--- src/rtl/regfile_pkg.sv ---
// Shared register-file writeback types and constants.
// Used by the write arbiter and its per-source FIFOs.
package regfile_pkg;

  localparam int REG_ADDR_W = 5;
  localparam int REG_DATA_W = 32;
  localparam int NUM_REGS   = 32;

  localparam logic [REG_ADDR_W-1:0] ZERO_REG = 5'd0;

  typedef struct packed {
    logic [REG_ADDR_W-1:0] addr;
    logic [REG_DATA_W-1:0] data;
  } wb_entry_t;

  function automatic logic [NUM_REGS-1:0] reg_onehot(
    input logic [REG_ADDR_W-1:0] a
  );
    reg_onehot    = '0;
    reg_onehot[a] = 1'b1;
  endfunction

endpackage

--- src/rtl/regfile_write_arbiter_fifo.sv ---
// Small circular writeback FIFO, one per requester.
// Exposes a per-slot valid/addr view so the top can build the busy mask.
module wb_fifo
  import regfile_pkg::*;
#(
  parameter int QUEUE_DEPTH = 2
) (
  input  logic                                   clock,
  input  logic                                   reset,
  input  logic                                   flush,
  input  logic                                   push,
  input  logic                                   pop,
  input  wb_entry_t                              push_entry,
  output logic                                   full,
  output logic                                   empty,
  output wb_entry_t                              head,
  output logic [QUEUE_DEPTH-1:0]                 ent_valid,
  output logic [QUEUE_DEPTH-1:0][REG_ADDR_W-1:0] ent_addr
);

  localparam int PTR_W = (QUEUE_DEPTH > 1) ? $clog2(QUEUE_DEPTH) : 1;
  localparam int CNT_W = $clog2(QUEUE_DEPTH + 1);
  localparam logic [PTR_W-1:0] LAST_P  = PTR_W'(QUEUE_DEPTH - 1);
  localparam logic [CNT_W-1:0] DEPTH_C = CNT_W'(QUEUE_DEPTH);
  localparam logic [CNT_W-1:0] ONE_C   = CNT_W'(1);

  wb_entry_t        mem_q [QUEUE_DEPTH];
  wb_entry_t        mem_d [QUEUE_DEPTH];
  logic [PTR_W-1:0] rd_ptr_q, rd_ptr_d;
  logic [PTR_W-1:0] wr_ptr_q, wr_ptr_d;
  logic [CNT_W-1:0] cnt_q, cnt_d;
  logic             do_push, do_pop;

  function automatic logic [PTR_W-1:0] bump(
    input logic [PTR_W-1:0] p
  );
    bump = (p == LAST_P) ? '0 : p + PTR_W'(1);
  endfunction

  assign full    = (cnt_q == DEPTH_C);
  assign empty   = (cnt_q == '0);
  assign head    = mem_q[rd_ptr_q];
  assign do_push = push && !full && !flush;
  assign do_pop  = pop && !empty && !flush;

  always_comb begin
    mem_d    = mem_q;
    rd_ptr_d = rd_ptr_q;
    wr_ptr_d = wr_ptr_q;
    cnt_d    = cnt_q;
    if (flush) begin
      rd_ptr_d = '0;
      wr_ptr_d = '0;
      cnt_d    = '0;
    end else begin
      if (do_push) begin
        mem_d[wr_ptr_q] = push_entry;
        wr_ptr_d        = bump(wr_ptr_q);
      end
      if (do_pop) begin
        rd_ptr_d = bump(rd_ptr_q);
      end
      unique case ({do_push, do_pop})
        2'b10:   cnt_d = cnt_q + ONE_C;
        2'b01:   cnt_d = cnt_q - ONE_C;
        default: cnt_d = cnt_q;
      endcase
    end
  end

  // Slot i is live when its distance from the read pointer is below the count.
  always_comb begin
    for (int i = 0; i < QUEUE_DEPTH; i++) begin
      int off;
      off = i - int'(rd_ptr_q);
      if (off < 0) off = off + QUEUE_DEPTH;
      ent_valid[i] = (off < int'(cnt_q));
      ent_addr[i]  = mem_q[i].addr;
    end
  end

  always_ff @(posedge clock) begin
    if (reset) begin
      rd_ptr_q <= '0;
      wr_ptr_q <= '0;
      cnt_q    <= '0;
    end else begin
      rd_ptr_q <= rd_ptr_d;
      wr_ptr_q <= wr_ptr_d;
      cnt_q    <= cnt_d;
    end
  end

  always_ff @(posedge clock) begin
    mem_q <= mem_d;
  end

endmodule

--- src/rtl/regfile_write_arbiter.sv ---
// Round-robin share of the regfile write port between ALU and load writeback.
// Exports a busy mask of registers with writes queued or staged.
module regfile_write_arbiter
  import regfile_pkg::*;
#(
  parameter int QUEUE_DEPTH = 2,
  parameter int ADDR_W      = REG_ADDR_W,
  parameter int DATA_W      = REG_DATA_W
) (
  input  logic                clock,
  input  logic                reset,
  input  logic                flush,
  input  logic                req0_valid,
  output logic                req0_ready,
  input  logic [ADDR_W-1:0]   req0_addr,
  input  logic [DATA_W-1:0]   req0_data,
  input  logic                req1_valid,
  output logic                req1_ready,
  input  logic [ADDR_W-1:0]   req1_addr,
  input  logic [DATA_W-1:0]   req1_data,
  output logic [ADDR_W-1:0]   address_d,
  output logic [DATA_W-1:0]   data_dval,
  output logic                write_enable,
  output logic [NUM_REGS-1:0] busy
);

  logic      full0, empty0, full1, empty1;
  wb_entry_t head0, head1, pop_entry;
  logic      grant0, grant1, popped;
  logic      sel0, sel1;

  logic [QUEUE_DEPTH-1:0]                 ev0, ev1;
  logic [QUEUE_DEPTH-1:0][REG_ADDR_W-1:0] ea0, ea1;

  logic                  last_grant_q, last_grant_d;
  logic                  we_q, we_d;
  logic [REG_ADDR_W-1:0] addr_q, addr_d;
  logic [REG_DATA_W-1:0] data_q, data_d;
  logic [NUM_REGS-1:0]   busy_c;

  assign req0_ready = !full0 && !flush;
  assign req1_ready = !full1 && !flush;

  wb_fifo #(.QUEUE_DEPTH(QUEUE_DEPTH)) u_fifo0 (
    .clock      (clock),
    .reset      (reset),
    .flush      (flush),
    .push       (req0_valid && req0_ready),
    .pop        (grant0),
    .push_entry ('{addr: req0_addr, data: req0_data}),
    .full       (full0),
    .empty      (empty0),
    .head       (head0),
    .ent_valid  (ev0),
    .ent_addr   (ea0)
  );

  wb_fifo #(.QUEUE_DEPTH(QUEUE_DEPTH)) u_fifo1 (
    .clock      (clock),
    .reset      (reset),
    .flush      (flush),
    .push       (req1_valid && req1_ready),
    .pop        (grant1),
    .push_entry ('{addr: req1_addr, data: req1_data}),
    .full       (full1),
    .empty      (empty1),
    .head       (head1),
    .ent_valid  (ev1),
    .ent_addr   (ea1)
  );

  // last_grant holds the index of the source served most recently.
  assign sel0 = !empty0 && (empty1 || last_grant_q);
  assign sel1 = !empty1 && (empty0 || !last_grant_q);

  always_comb begin
    grant0 = 1'b0;
    grant1 = 1'b0;
    if (!flush) begin
      unique case (1'b1)
        sel0:    grant0 = 1'b1;
        sel1:    grant1 = 1'b1;
        default: ;
      endcase
    end
  end

  assign popped    = grant0 || grant1;
  assign pop_entry = grant1 ? head1 : head0;

  always_comb begin
    last_grant_d = last_grant_q;
    if (grant0) last_grant_d = 1'b0;
    if (grant1) last_grant_d = 1'b1;
    we_d   = popped && (pop_entry.addr != ZERO_REG);
    addr_d = we_d ? pop_entry.addr : addr_q;
    data_d = we_d ? pop_entry.data : data_q;
  end

  always_ff @(posedge clock) begin
    if (reset) begin
      last_grant_q <= 1'b1;
      we_q         <= 1'b0;
      addr_q       <= '0;
      data_q       <= '0;
    end else begin
      last_grant_q <= last_grant_d;
      we_q         <= we_d;
      addr_q       <= addr_d;
      data_q       <= data_d;
    end
  end

  assign write_enable = we_q;
  assign address_d    = addr_q;
  assign data_dval    = data_q;

  always_comb begin
    busy_c = '0;
    for (int i = 0; i < QUEUE_DEPTH; i++) begin
      if (ev0[i]) busy_c = busy_c | reg_onehot(ea0[i]);
      if (ev1[i]) busy_c = busy_c | reg_onehot(ea1[i]);
    end
    if (we_q) busy_c = busy_c | reg_onehot(addr_q);
    busy_c[ZERO_REG] = 1'b0;
  end

  assign busy = busy_c;

endmodule

--- config.mk ---
export PLATFORM = sky130hd
export DESIGN_NAME = regfile_write_arbiter
export DESIGN_NICKNAME = d
export VERILOG_FILES = /design/src/rtl/regfile_pkg.sv /design/src/rtl/regfile_write_arbiter_fifo.sv /design/src/rtl/regfile_write_arbiter.sv
export SDC_FILE = /design/constraint.sdc
export NUM_CORES = 1
export LEC_CHECK = 0
export ABC_CLOCK_PERIOD_IN_PS = 5500
export CAP_MARGIN = 10
export CORE_ASPECT_RATIO = 0.7
export CORE_UTILIZATION = 60
export DETAILED_ROUTE_END_ITERATION = 6
export DONT_BUFFER_PORTS = 1
export GPL_TIMING_DRIVEN = 0
export PLACE_DENSITY = 0.73
export SYNTH_ARGS = -nofsm -noshare
export SYNTH_HDL_FRONTEND = slang
export SYNTH_HIERARCHICAL = 1
export SYNTH_SLANG_ARGS = --single-unit
--- constraint.sdc ---
create_clock -name clock -period 5.5 [get_ports clock]
set_clock_uncertainty 0.15 [all_clocks]
set_input_delay 0.55 -clock clock [delete_from_list [all_inputs] [get_ports clock]]
set_output_delay 0.55 -clock clock [all_outputs]
set_load 0.05 [all_outputs]
; Yosys cells after proc, flatten, opt, wreduce, memory -nomap -nowiden
; Index checks and enable logic that the tools add are counted.
[totals]
regBits = 195
input_bits = 79
output_inout_bits = 72
wordCells = 155
[classes]
n_addsub = 16
magnitude_cmp = 24
n_eq_ne = 6
mux = 42
bitwise_logic = 9
n_reduce_logical = 40
[op_table]
columns = cell, n
row1 = $mux W37, 9
row2 = $mux W32, 9
row3 = $bwmux W74, 2
row4 = $add A32 B3 Y32 const B, 4
row5 = $lt A32 B1 Y1 const B, 4
row6 = $lt A32 B3 Y1, 4
row7 = $or A32 B32 Y32, 4
row8 = $demux W37 S1, 2
row9 = $lt A5 B6 Y1 const B, 5
row10 = $demux W1 S5, 5
row11 = $ge A5 B1 Y1 const B, 5
row12 = $logic_and A1 B1 Y1, 22
row13 = $mux W1, 13
row14 = $eq A2 B2 Y1 const B, 4
row15 = $ge A2 B2 Y1 const B, 4
row16 = $not A1 Y2, 4
row17 = $pmux W2 S2, 2
row18 = $sub A1 B1 Y2 const A, 4
row19 = $logic_not A1 Y1, 6
row20 = $reduce_bool A5 Y1, 1
row21 = $add A1 B1 Y1 const B, 4
row22 = $add A2 B1 Y2 const B, 2
row23 = $eq A2 B1 Y1 const B, 2
row24 = $logic_not A2 Y1, 2
row25 = other kinds (7), 14

; Depth between registers and ports, before layout
; Gate-level depths: netlist of the first run.
[depth]
word_depth = 13
mapped_depth = 12
ltp_nobuf = 10

; By module
; The synthesis of the first run kept the hierarchy.
[modules_own_cells]
columns = module, n_inst, cells_each, area_per_inst_um2, seq_area_each_um2
row1 = wb_fifo, 2, 155, 2976.6, 2302.2
row2 = regfile_write_arbiter, 1, 425, 3494.6, 780.7

; Least setup slack after synthesis of the first run
; OpenSTA, ideal clock, no wires.
[synth_timing]
path_type = reg2reg
startpoint = register u_fifo0.cnt_q[0]
endpoint = register u_fifo0.mem_q (netlist bit u_fifo0/ent_addr[0]), enable pin
setup_ns = 0.431
arrival_time_ns = 3.248
required_ns = 4.919
slack_ns = 1.671
stages_incl_launch_ff = 8
n_path_buf = 1
synth_period_minus_slack_ns = 3.829
cell_sequence = dfxtp_1 > buf_6 > nand2b_1 > inv_1 > nor2_1 > and2_1 > nand3b_1 > nor2_1
[synth_via]
elab_chain_len = 7
[synth_rtl]
columns = item, line
row1 = from (decl), regfile_write_arbiter_fifo.sv:31  ; logic [CNT_W-1:0] cnt_q, cnt_d;
row2 = from (signal assigned), regfile_write_arbiter_fifo.sv:90  ; cnt_q <= cnt_d;
row3 = $eq A2 B2 Y1, regfile_write_arbiter_fifo.sv:40  ; assign full = (cnt_q == DEPTH_C);
row4 = via full0, regfile_write_arbiter.sv:27  ; logic full0, empty0, full1, empty1;
row5 = $logic_not A1 Y1, regfile_write_arbiter.sv:41  ; assign req0_ready = !full0 && !flush;
row6 = $logic_and A1 B1 Y1, regfile_write_arbiter.sv:41
row7 = via req0_ready, regfile_write_arbiter.sv:14  ; output logic req0_ready,
row8 = $logic_and A1 B1 Y1, regfile_write_arbiter.sv:48  ; .push (req0_valid && req0_ready),
row9 = $logic_and A1 B1 Y1 (2 in a row), regfile_write_arbiter_fifo.sv:43  ; assign do_push = push && !full && !flush;
row10 = $reduce_and A2 Y1 (no line), -
row11 = to (signal assigned), regfile_write_arbiter_fifo.sv:95  ; mem_q <= mem_d;
row12 = to (decl), regfile_write_arbiter_fifo.sv:27  ; wb_entry_t mem_q [QUEUE_DEPTH];
; The timed path passes the listed nets, and every way through them passes these cells.
; A chain may end at the register's enable or synchronous reset.

; Final worst setup path of the first run
[layout_timing]
startpoint = register u_fifo0.rd_ptr_q
endpoint = output busy[20]
[layout_via]
word_cells_on_any_way = 19
classes_between = add/sub (4) / order compare (4) / mux (7) / bitwise (4)
[layout_rtl]
columns = item, line
row1 = from (decl), regfile_write_arbiter_fifo.sv:29  ; logic [PTR_W-1:0] rd_ptr_q, rd_ptr_d;
row2 = from (signal assigned), regfile_write_arbiter_fifo.sv:88  ; rd_ptr_q <= rd_ptr_d;
row3 = $sub A1 B1 Y2 *, regfile_write_arbiter_fifo.sv:75  ; off = i - int'(rd_ptr_q);
row4 = $add A32 B3 Y32 / $lt A32 B1 Y1 (equally long branches), regfile_write_arbiter_fifo.sv:76  ; if (off < 0) off = off + QUEUE_DEPTH;
row5 = $mux W32 *, regfile_write_arbiter_fifo.sv:76
row6 = $lt A32 B3 Y1 *, regfile_write_arbiter_fifo.sv:77  ; ent_valid[i] = (off < int'(cnt_q));
row7 = via ev0[1], regfile_write_arbiter.sv:32  ; logic [QUEUE_DEPTH-1:0] ev0, ev1;
row8 = $mux W32 *, regfile_write_arbiter.sv:121  ; if (ev0[i]) busy_c = busy_c | reg_onehot(ea0[i]);
row9 = $or A32 B32 Y32, regfile_write_arbiter.sv:122  ; if (ev1[i]) busy_c = busy_c | reg_onehot(ea1[i]);
row10 = $mux W32 *, regfile_write_arbiter.sv:122
row11 = $or A32 B32 Y32, regfile_write_arbiter.sv:124  ; if (we_q) busy_c = busy_c | reg_onehot(addr_q);
row12 = $mux W32 *, regfile_write_arbiter.sv:124
row13 = to (decl), regfile_write_arbiter.sv:24  ; output logic [NUM_REGS-1:0] busy
; The timed path passes the listed nets; every way through them passes the cells marked *.

==> flow_summary.ini, run 1 <==
[place]
gp_congestion = 0.986
hpwl_um = 18800
io_buffers = 0
place_area_um2 = 9820
dp_cells = 934

[drt]
vias = 6628
wl_per_cell_um = 26.8
drt-total-wl_um = 25900
drc_errors = 25
dr.pass1.iters = 7
post_drt_via_cell_ratio = 6.86
drt-initial-drc-count = 732
ant_nets = 0

[setup_path]
cp-start-kind = flop
r2r_end = u_fifo0/cnt_q[1]
rr_worst_depth = 9
worstPathMaxFanout = 10
reg2reg_from = u_fifo0/cnt_q[1]
endpoint_kind = output port
crit_required_ps = 4800
reg2reg_slack_ps = 2040
worstPathArrival_ps = 3190
criticalPathCategory = flop to output port

[cts]
numCtsBuffers = 17
cts_resized = 0
path_clk_slew_ps = 80
clk_latency_ps = 430
cts_max_path_buffers = 2
h-tree-depth = 4
cts-root-buf = clkbuf_16
cts_tree = yes
post-cts-setup-buffer-count = 0
cts_sinks = 195
ctsHoldBuffers = 0

[final_layout]
drive_gt1_share_pct = 25.6
finish.instance_area_um2 = 10400
num_antenna_cells = 0
final_cells = 966
area_growth_pct = 10.6
finish.net_count = 839

[power]
power.density_nw_per_um2 = 293
power.leakage_nw = 3.52
seqPwrFrac_pct = 54.1
p_sw_share_pct = 24.1
p_comb_share_pct = 4.1
ir_drop_uv = 236
intPower_mw = 2.32
p_total_mw = 3.06
clock_power_share_pct = 41.8
switching_power_uw = 739

[min_path]
min-delay-start = req0_data[2]
hold_path_depth = 0
min_to = u_fifo0/mem_q[39]
hold_path_class = input port to flop

[yosys]
synth-main-ff-cell = edfxtp_1
synth_top_cell_area_share_pct = 47.0
syn-cell-area_um2 = 9450
syn_inst = 735
syn_area_per_cell_um2 = 12.9
synth-edff-count = 148
ys_seq_area_share_pct = 57.0
synthTopCellsByArea = edfxtp_1 (47%), dfxtp_1 (10%), mux2_2 (8.8%)
synth_seq_cells = 195
synth.largest_area_cell = edfxtp_1
async_reset_ff_share_pct = 0
synth_common_cells = edfxtp_1 (148), mux2_2 (74), nor2_1 (56), dfxtp_1 (47)
synthDistinctLibCells = 44
ys_warn_count = 6
yosysMostFrequentCell = edfxtp_1
syn-num-nets = 816

[global_route]
grt_pass1_vias = 6489
grt_pass1_wl_um = 38900
antenna_found_initial = 0
grt_usage_pct = 32.8
grt_max_degree = 28
grt_remaining_overflow = 0

[floorplanning]
initial_core_util_pct = 62.8
io-pin-count = 151
core_region_area_um2 = 15000
die_area_um2 = 16300
die_h_um = 107
rows = 37
die_w_um = 152

[run]
cap_violations = 0

[sta]
period_needed_ps = 3890
fmax_ghz = 0.257
rsz0062_at_grt = no
whs_ps = 50.1
slew_headroom_pct = 16.3
fin_tns_setup_ps = 0
hold_violations = 0
post-route-period-util_pct = 70.7
finalMaxSlewViolations = 0
worst_pin_slew_ps = 1280
finalSetupViolations = 0

[outcome]
status = finished with violations
violations = DRC
==> worst max-delay path by stage <==
stage	startpoint	to	slack, ps	depth (start not counted)
after floorplan	u_fifo0/cnt_q[0]	u_fifo0/ent_addr[0]	1670	7
after global placement	u_fifo1/cnt_q[0]	u_fifo1/mem_q[62]	450	7
after detailed placement	u_fifo0/rd_ptr_q	busy[24]	2120	5
after CTS	u_fifo0/rd_ptr_q	busy[24]	1650	5
after global routing	u_fifo0/rd_ptr_q	busy[24]	1520	5
final	u_fifo0/rd_ptr_q	busy[20]	1610	5
==> critical path, cell delays in order (launching register included) <==
cell      delay [ps]
dfxtp_1          380
buf_4            270
buf_4            280
a21o_1           290
or3b_2           520
o221ai_1        1000
==> power groups by stage <==
stage | Sequential (mW) | Clock [mW] | Combinational [mW]
floorplan | 1.69 | 0 | 0.0913
CTS | 1.66 | 1.29 | 0.123
global placement | 1.69 | 0 | 0.110
detailed placement | 1.69 | 0 | 0.121
finish | 1.66 | 1.28 | 0.125
global route | 1.66 | 1.35 | 0.132
==> sequential cells by signal, indices dropped and copies added (netlist names), 2 cells and up <==
signal            flops
u_fifo1/mem_q        64
u_fifo0/cnt_q         2
address_d             5
u_fifo0/mem_q        64
u_fifo1/ent_addr     10
data_dval            32
u_fifo0/ent_addr     10
u_fifo1/cnt_q         2
==> metrics by stage <==
stage	worst slack, ps	utilization (%)
2_1_floorplan	1670	-
3_3_place_gp	447	64.4
3_5_place_dp	2120	65.2
4_1_cts	1650	69.4
5_1_grt	1520	69.4
6_report	1610	69.4
==> layout by cell type (no fill, tap or decap), types with 5 or more instances in the layout <==
master	netlist	final
nor3_1	9	9
buf_6	6	6
a211oi_2	31	31
o22ai_1	16	16
nor3b_1	18	18
nand2b_1	6	6
a22oi_1	29	29
or3b_2	5	5
clkbuf_1	16	16
buf_2	8	8
a211oi_1	34	34
mux2_2	74	74
nand3b_1	25	25
inv_1	11	11
dfxtp_1	47	47
mux2i_1	34	34
nand3_1	30	30
nand2_1	21	21
a21oi_1	6	6
edfxtp_1	148	148
a21o_1	7	7
o21ai_0	6	6
clkbuf_16	0	17
nor2_1	56	52
and3_1	5	5
or2_2	7	7
o221ai_1	18	18
buf_4	25	25
==> cells by family (layout without fill, tap and decap cells) <==
family	after synthesis	in the layout	synth area share, %
and+or+nand+nor	200	200	11.5
DFF	195	195	57.0
AOI/OAI and AO/OA	157	157	14.0
muxes	108	108	12.4
buffers and inverters	66	102	4.20
xor gates and xnor gates	6	6	0.556
adders and majority gates	2	2	0.265
other	1	1	0.0397
==> per-layer routing <==
metal	vias up	global-route usage [%]	wire [µm]
li1	2915	-	-
met4	0	9.91	488
met5	-	0	0
met1	3272	43.1	10500
met3	38	10.7	2810
met2	403	52.1	12200
==> final cells by class <==
type                            instances  area, µm²
Buffer                                 55        355
Clock buffer                           17        425
Clock inverter                         15        203
Fill cell                             979       4600
Inverter                               11       41.3
Multi-Input combinational cell        474       3700
Sequential cell                       195       5390
Tap cell                              195        244
Timing Repair Buffer                    4       95.1
Note: power is estimated with default switching activity, not from simulation.
==> run 2: changes to the inputs <==
--- a/config.mk
+++ b/config.mk
@@ -5,7 +5,7 @@
 export SDC_FILE = /design/constraint.sdc
 export NUM_CORES = 1
 export LEC_CHECK = 0
-export ABC_CLOCK_PERIOD_IN_PS = 5500
+export ABC_CLOCK_PERIOD_IN_PS = 3800
 export CAP_MARGIN = 10
 export CORE_ASPECT_RATIO = 0.7
 export CORE_UTILIZATION = 60
==> constraint.sdc (replaced) <==
create_clock -name clock -period 3.8 [get_ports clock]
set_clock_uncertainty 0.15 [all_clocks]
set_input_delay 0.38 -clock clock [delete_from_list [all_inputs] [get_ports clock]]
set_output_delay 0.38 -clock clock [all_outputs]
set_load 0.05 [all_outputs]
==> flow_summary.ini, run 2 (synthesis gave the netlist of run 1 again) <==
[outcome]
status = finished with violations
violations = DRC

[final_layout]
finish.net_count = 913
area_growth_pct = 18.5
num_antenna_cells = 0
final_cells = 1040
final_common_cell = edfxtp_1
final_cell_mix = edfxtp_1 (148), mux2_2 (74), dlygate4sd3_1 (74)
drive_gt1_share_pct = 23.6

[setup_path]
endpoint_kind = output port
max_stage_delay_ps = 990
cp_common_cell = buf_4
criticalPathCategory = flop to output port
cp-start-kind = flop
worstPathMaxFanout = 10
crit_required_ps = 3270
critPathSlowestCell = o221ai_1
path_cells = buf_4, buf_4, a21o_1, or3b_2, o221ai_1
worstPathArrival_ps = 3260
rr_worst_depth = 9

[sta]
worst_pin_slew_ps = 1270
fmax_ghz = 0.264
fin_tns_setup_ps = 0
finalMaxSlewViolations = 0
post-route-period-util_pct = 99.6
rsz0062_at_grt = yes
period_needed_ps = 3790
slew_headroom_pct = 17.1
hold_violations = 0
layout_setup_ws_ps = 13.8
finalSetupViolations = 0

[place]
dp_slack_ps = 462
dp_cells = 934
gp_congestion = 0.986
hpwl_um = 18800
io_buffers = 0

[cts]
cts-root-buf = clkbuf_16
cts_sinks = 195
path_clk_slew_ps = 90
h-tree-depth = 4
cts_tree = yes
post-cts-setup-buffer-count = 0
numCtsBuffers = 17
clk_latency_ps = 440
cts_max_path_buffers = 2

[drt]
ant_nets = 0
drt-total-wl_um = 29800
drt-initial-drc-count = 864
post_drt_via_cell_ratio = 6.94
vias = 7219
drc_errors = 18
dr.pass1.iters = 7
wl_per_cell_um = 28.7

[floorplanning]
initial_core_util_pct = 62.8
core_region_area_um2 = 15000
die_h_um = 107
rows = 37
die_area_um2 = 16300
io-pin-count = 151
die_w_um = 152

[min_path]
hold_path_class = input port to flop
hold_path_depth = 2

[power]
power.density_nw_per_um2 = 409
power.leakage_nw = 3.83
ir_drop_uv = 343

[global_route]
grt_usage_pct = 37.4
antenna_found_initial = 0
grt_max_degree = 28
grt_pass1_wl_um = 43800
grt_remaining_overflow = 0
grt_pass1_vias = 7140

[run]
cap_violations = 0
==> run 2: changes by cell type in the layout (fill, tap and decap cells not counted) <==
cell and change:
dlygate4sd3_1 +74, o221ai_1 -2, o221ai_2 +2
==> run 2: metal layers <==
metal / GRT usage (%) / vias up / routed length (µm)
met4: 16.6 / 0 / 1030
met2: 61.5 / 576 / 14000
li1: - / 3057 / -
met5: 0 / - / 0
met1: 46.3 / 3506 / 11200
met3: 11.1 / 80 / 3500
==> run 2: path summary, 6_finish.rpt <==
kind	start	end	slack [ps]
setup reg to reg	u_fifo0/rd_ptr_q	data_dval[22]	270
hold / removal	reset	u_fifo0/rd_ptr_q	20
hold reg to reg	u_fifo1/cnt_q[1]	u_fifo1/cnt_q[1]	440
setup / recovery	u_fifo0/rd_ptr_q	busy[20]	10
==> run 2: critical path, delay by kind of cell (launching register included) <==
family / cells / cell delay [ps]
DFF: 1 / 380
buffers and inverters: 2 / 580
and+or+nand+nor: 1 / 540
AOI/OAI and AO/OA: 2 / 1300
==> run 2: power breakdown <==
part	total (mW)	switching [mW]	internal [mW]
registers	2.40	0.0692	2.33
logic	0.269	0.150	0.118
clock network	1.91	0.941	0.964
total	4.58	1.16	3.41
==> run 2: layout make-up <==
cell class                      count  area [µm²]
Inverter                           11        41.3
Clock buffer                       17         425
Fill cell                         864        3850
Clock inverter                     15         203
Buffer                             55         355
Timing Repair Buffer               78         836
Sequential cell                   195        5390
Tap cell                          195         244
Multi-Input combinational cell    474        3710
==> run 2: timing repair <==
| action | CTS | global route |
|---|---|---|
| endpoints found under the hold margin | 148 | 0 |
| setup endpoints to repair | 0 | 4 |
| gates resized for setup | 0 | 2 |
| hold buffers | 74 | 0 |
==> run 2: through the flow <==
step           power [mW]  area (µm²)  utilization, %  hold slack, ps
3_5_place_dp         2.62        9820            65.2             329
2_1_floorplan        2.57        9450               -             329
6_report             4.58       11200            74.4            15.4
3_3_place_gp         2.61        9690            64.4             329
4_1_cts              4.52       11200            74.3            4.34
5_1_grt              4.67       11200            74.4            16.3
==> run 3: changes to the inputs <==
--- a/config.mk
+++ b/config.mk
@@ -9,10 +9,11 @@
 export CAP_MARGIN = 10
 export CORE_ASPECT_RATIO = 0.7
 export CORE_UTILIZATION = 60
+export CTS_CLUSTER_DIAMETER = 60
 export DETAILED_ROUTE_END_ITERATION = 6
 export DONT_BUFFER_PORTS = 1
 export GPL_TIMING_DRIVEN = 0
-export PLACE_DENSITY = 0.73
+export PLACE_DENSITY_LB_ADDON = 0.2
 export SYNTH_ARGS = -nofsm -noshare
 export SYNTH_HDL_FRONTEND = slang
 export SYNTH_HIERARCHICAL = 1
==> flow_summary.ini, run 3 (synthesis gave the netlist of run 1 again) <==
[setup_path]
cp_common_cell = buf_4
critPathSlowestCell = o221ai_1
r2r_end = u_fifo0/cnt_q[1]
criticalPathCategory = flop to output port
max_stage_delay_ps = 980
rr_worst_depth = 9
worstPathMaxFanout = 10
cp-start-kind = flop
reg2reg_slack_ps = 340
worstPathArrival_ps = 3200
crit_required_ps = 3270
endpoint_kind = output port
reg2reg_from = u_fifo0/cnt_q[1]
path_cells = buf_4, buf_4, a21o_1, or3b_2, o221ai_1

[sta]
period_needed_ps = 3730
finalSetupViolations = 0
worst_pin_slew_ps = 1260
post-route-period-util_pct = 98.3
fin_tns_setup_ps = 0
fmax_ghz = 0.268
hold_violations = 0
rsz0062_at_grt = no
whs_ps = 24.6
finalMaxSlewViolations = 0
slew_headroom_pct = 17.5

[power]
p_total_mw = 4.52
ir_drop_uv = 337
power.density_nw_per_um2 = 404
power.leakage_nw = 3.83

[drt]
dr.pass1.iters = 7
vias = 7084
wl_per_cell_um = 26.4
drc_errors = 22
drt-total-wl_um = 27500
ant_nets = 0
post_drt_via_cell_ratio = 6.80
drt-initial-drc-count = 737

[cts]
cts_tree = yes
clk_latency_ps = 440
h-tree-depth = 4
path_clk_slew_ps = 70
cts_max_path_buffers = 2
numCtsBuffers = 17
cts_sinks = 195
cts-root-buf = clkbuf_16

[floorplanning]
core_region_area_um2 = 15000
rows = 37
io-pin-count = 151
die_h_um = 107
initial_core_util_pct = 62.8
die_w_um = 152
die_area_um2 = 16300

[min_path]
min_to = u_fifo0/rd_ptr_q
hold_path_class = input port to flop
min-delay-start = reset
hold_path_depth = 2

[run]
cap_violations = 0

[place]
io_buffers = 0
place_area_um2 = 9800
gp_congestion = 0.901
hpwl_um = 18100

[global_route]
grt_pass1_wl_um = 41600
grt_pass1_vias = 7216
grt_remaining_overflow = 0
grt_max_degree = 27
grt_usage_pct = 34.7
antenna_found_initial = 0

[outcome]
status = finished with violations
violations = DRC

[final_layout]
finish.instance_area_um2 = 11200
finish.net_count = 915
final_cell_mix = edfxtp_1 (148), dlygate4sd3_1 (76), mux2_2 (74)
drive_gt1_share_pct = 23.1
fill_cells = 920
finalCoreUtilization_pct = 74.3
multi_input_area_um2 = 3700
num_antenna_cells = 0
final_common_cell = edfxtp_1
area_growth_pct = 18.3
seq_area_um2 = 5390
run 3: cell count changes in the layout (fill, tap and decap cells not counted):
cell / previous run / this run
o221ai_1: 16 / 18
inv_8: 4 / 3
o221ai_2: 2 / 0
clkinvlp_4: 1 / 0
clkinv_8: 4 / 3
buf_12: 2 / 4
clkinv_1: 0 / 1
dlygate4sd3_1: 74 / 76
buf_16: 2 / 0
clkinv_4: 1 / 2
inv_6: 1 / 2
run 3: cell type report:
type / instances / area share, %
repair buffers: 80 / 7.52
multi-input cells: 474 / 33.1
plain buffers: 55 / 3.18
clock buffers: 17 / 3.81
clock inverters: 15 / 1.69
flip-flops and latches: 195 / 48.2
inverters: 11 / 0.369
well taps: 195 / 2.18
run 3: metrics by stage:
step	cells	worst slack, ps
after CTS	1042	154
after floorplan	735	-28.8
final	1042	66.4
after global routing	1042	16.2
after detailed placement	934	594
after global placement	930	-1310
run 3: metal layers:
metal	part of all wire, %	vias up	routed length [µm]	GRT usage [%]
li1	-	3069	-	-
met1	40	3491	11100	46.2
met2	46	465	12600	55.0
met3	12	59	3270	9.54
met4	2.0	0	555	12.3
met5	0	-	0	0
run 3: worst max-delay path by stage:
stage          cells past startpoint  slack, ps              from                   to
2_1_floorplan                      7        -30  u_fifo0/cnt_q[0]  u_fifo0/ent_addr[0]
3_3_place_gp                       7      -1310  u_fifo0/cnt_q[0]  u_fifo0/ent_addr[8]
3_5_place_dp                       8        590  u_fifo0/cnt_q[0]    u_fifo0/mem_q[58]
4_1_cts                            5        150  u_fifo0/rd_ptr_q             busy[20]
5_1_grt                            5         20  u_fifo0/rd_ptr_q             busy[24]
6_report                           5         70  u_fifo0/rd_ptr_q             busy[24]
run 3: critical path: cells and delay by family (launching register included):
kind / cells / cell delay [ps]
AND/OR/NAND/NOR: 1 / 530
flip-flops: 1 / 380
buffers and inverters: 2 / 530
AO/OA/AOI/OAI: 2 / 1300
run 3: power by group:
| group | internal [mW] | leakage, nW | switching, mW | total (mW) |
|---|---|---|---|---|
| Sequential | 2.33 | 1.72 | 0.0677 | 2.40 |
| Clock | 0.954 | 0.300 | 0.903 | 1.86 |
| Combinational | 0.119 | 1.80 | 0.144 | 0.263 |
| Total | 3.41 | 3.83 | 1.11 | 4.52 |
run 3: what timing repair did:
item | CTS | global route
endpoints found under the setup margin | 0 | 0
resized for setup | 0 | 0
hold buffers | 76 | 0
hold endpoints to repair | 152 | 0
setup buffers | 0 | 0
==> patch (flow settings as in run 3) <==
The package constant `REG_DATA_W` goes from 32 to 40.
--- a/src/rtl/regfile_pkg.sv
+++ b/src/rtl/regfile_pkg.sv
@@ -3,7 +3,7 @@
 package regfile_pkg;
 
   localparam int REG_ADDR_W = 5;
-  localparam int REG_DATA_W = 32;
+  localparam int REG_DATA_W = 40;
   localparam int NUM_REGS   = 32;
 
   localparam logic [REG_ADDR_W-1:0] ZERO_REG = 5'd0;
Interface: changed (resized data_dval, req0_data and req1_data); port bits go from 151 to 175. No check against the original RTL was run, so the function may have changed too.
==> patch against run 3 <==
Power increased by 18%. First-iteration DRC count rose by 29%. Sequential share of layout area is 2.0 points higher. Critical path depth is the same. Sequential cell count is 40 higher. Wire length grew 5.2%. Setup slack improved by 0.050 ns. Global-route usage decreased by 3.7 points. Final area up 16%. Area after synthesis is 16% higher.
==> patch: results (changes against run 3) <==
status finished, final reports clean (was complete, but fails checks); fill count 1061 (was 920); Final Wtd Congestion 0.937 (was 0.901); Max IR drop VDD 0.415 mV (was 0.337 mV); Post-synth top cells edfxtp_1, mux2_2, nor2_1 (unchanged); sequential fraction of the synthesis area 59.5% (was 57.0%); CP Data Arrival Time 3.15 ns (was 3.20 ns); Design Power 5.35 mW (was 4.52 mW); vias in the first global route 7818 (was 7216); Seq group 2.90 mW (was 2.40 mW); layout cells sized above 1 23.8% (was 23.1%); deepest clock path buffer count 3 (was 2); Post-Synthesis Cells 817 (was 735); met2 Use GR 49.9% (was 55.0%); clock buffer count from CTS 23 (was 17); initial antenna violation count 1 (was 0); Clk network pwr share 40.1% (was 41.1%); H-tree levels 1 (was 4); global-route wire length before repair 44100 um (was 41600 um); GRT met3 Usage 6.10% (was 9.54%); Worst-Margin Slew 1.19 ns (was 1.26 ns); top post-synthesis cells by area edfxtp_1, dfxtp_1, mux2_2 (unchanged); 1st-pass router iterations 5 (was 7); aggregate global-route resource usage 31.0% (was 34.7%); number of flops mapped to enable cells by yosys 180 (was 148); Leak 4.53 nW (was 3.83 nW)
-- patch: changes by cell type after synthesis, sizes merged, moves of 7 or more --
cell           run 3  this run
dfxtp             47        55
buf               39        46
mux2              74        90
a211oi            65        42
nor3               9        48
mux2i             34        43
edfxtp           148       180
-- patch: final cells by class --
class	instances	area (um^2)	share of cell area (%)
diodes	1	2.50	0.0193
plain buffers	59	390	3.01
clock buffers	29	598	4.61
clock inverters	12	106	0.820
inverters	11	41.3	0.318
multi-input cells	512	4030	31.1
flip-flops and latches	235	6510	50.1
well taps	231	289	2.23
repair buffers	97	1010	7.79
-- patch: cell families after synthesis --
family | Yosys count | synth area share, %
buf+inv | 70 | 3.95
simple gates | 238 | 11.8
flops | 235 | 59.5
mux | 133 | 13.2
other cells | 1 | 0.0343
compound gates | 132 | 10.8
fa+ha+maj | 2 | 0.229
xor+xnor | 6 | 0.480
-- patch: worst paths after layout --
| kind | start | end | slack (ns) | cells past startpoint |
|---|---|---|---|---|
| min reg2reg | last_grant_q | last_grant_q | 0.42 | 1 |
| max reg2reg | u_fifo1/cnt_q[0] | u_fifo1/ent_addr[1] | 0.40 | 8 |
| min | flush | address_d[4] | 0.01 | 3 |
| max | u_fifo0/rd_ptr_q | busy[24] | 0.12 | 5 |
-- patch: critical path, cell delays in order (launching register included) --
cell,delay (ns)
dfxtp_1,0.32
buf_2,0.28
buf_4,0.27
a21o_1,0.34
or3b_2,0.54
o221ai_1,0.91
-- patch: what timing repair did --
action,4_1_cts,5_1_grt
endpoints found under the hold margin,189,0
endpoints found under the setup margin,0,0
hold buffers,93,0
-- patch: metal layers --
metal / vias up / wire length (um)
met1: 3783 / 12300
li1: 3412 / -
met2: 422 / 13400
met3: 67 / 2700
met4: 0 / 578
met5: - / 0
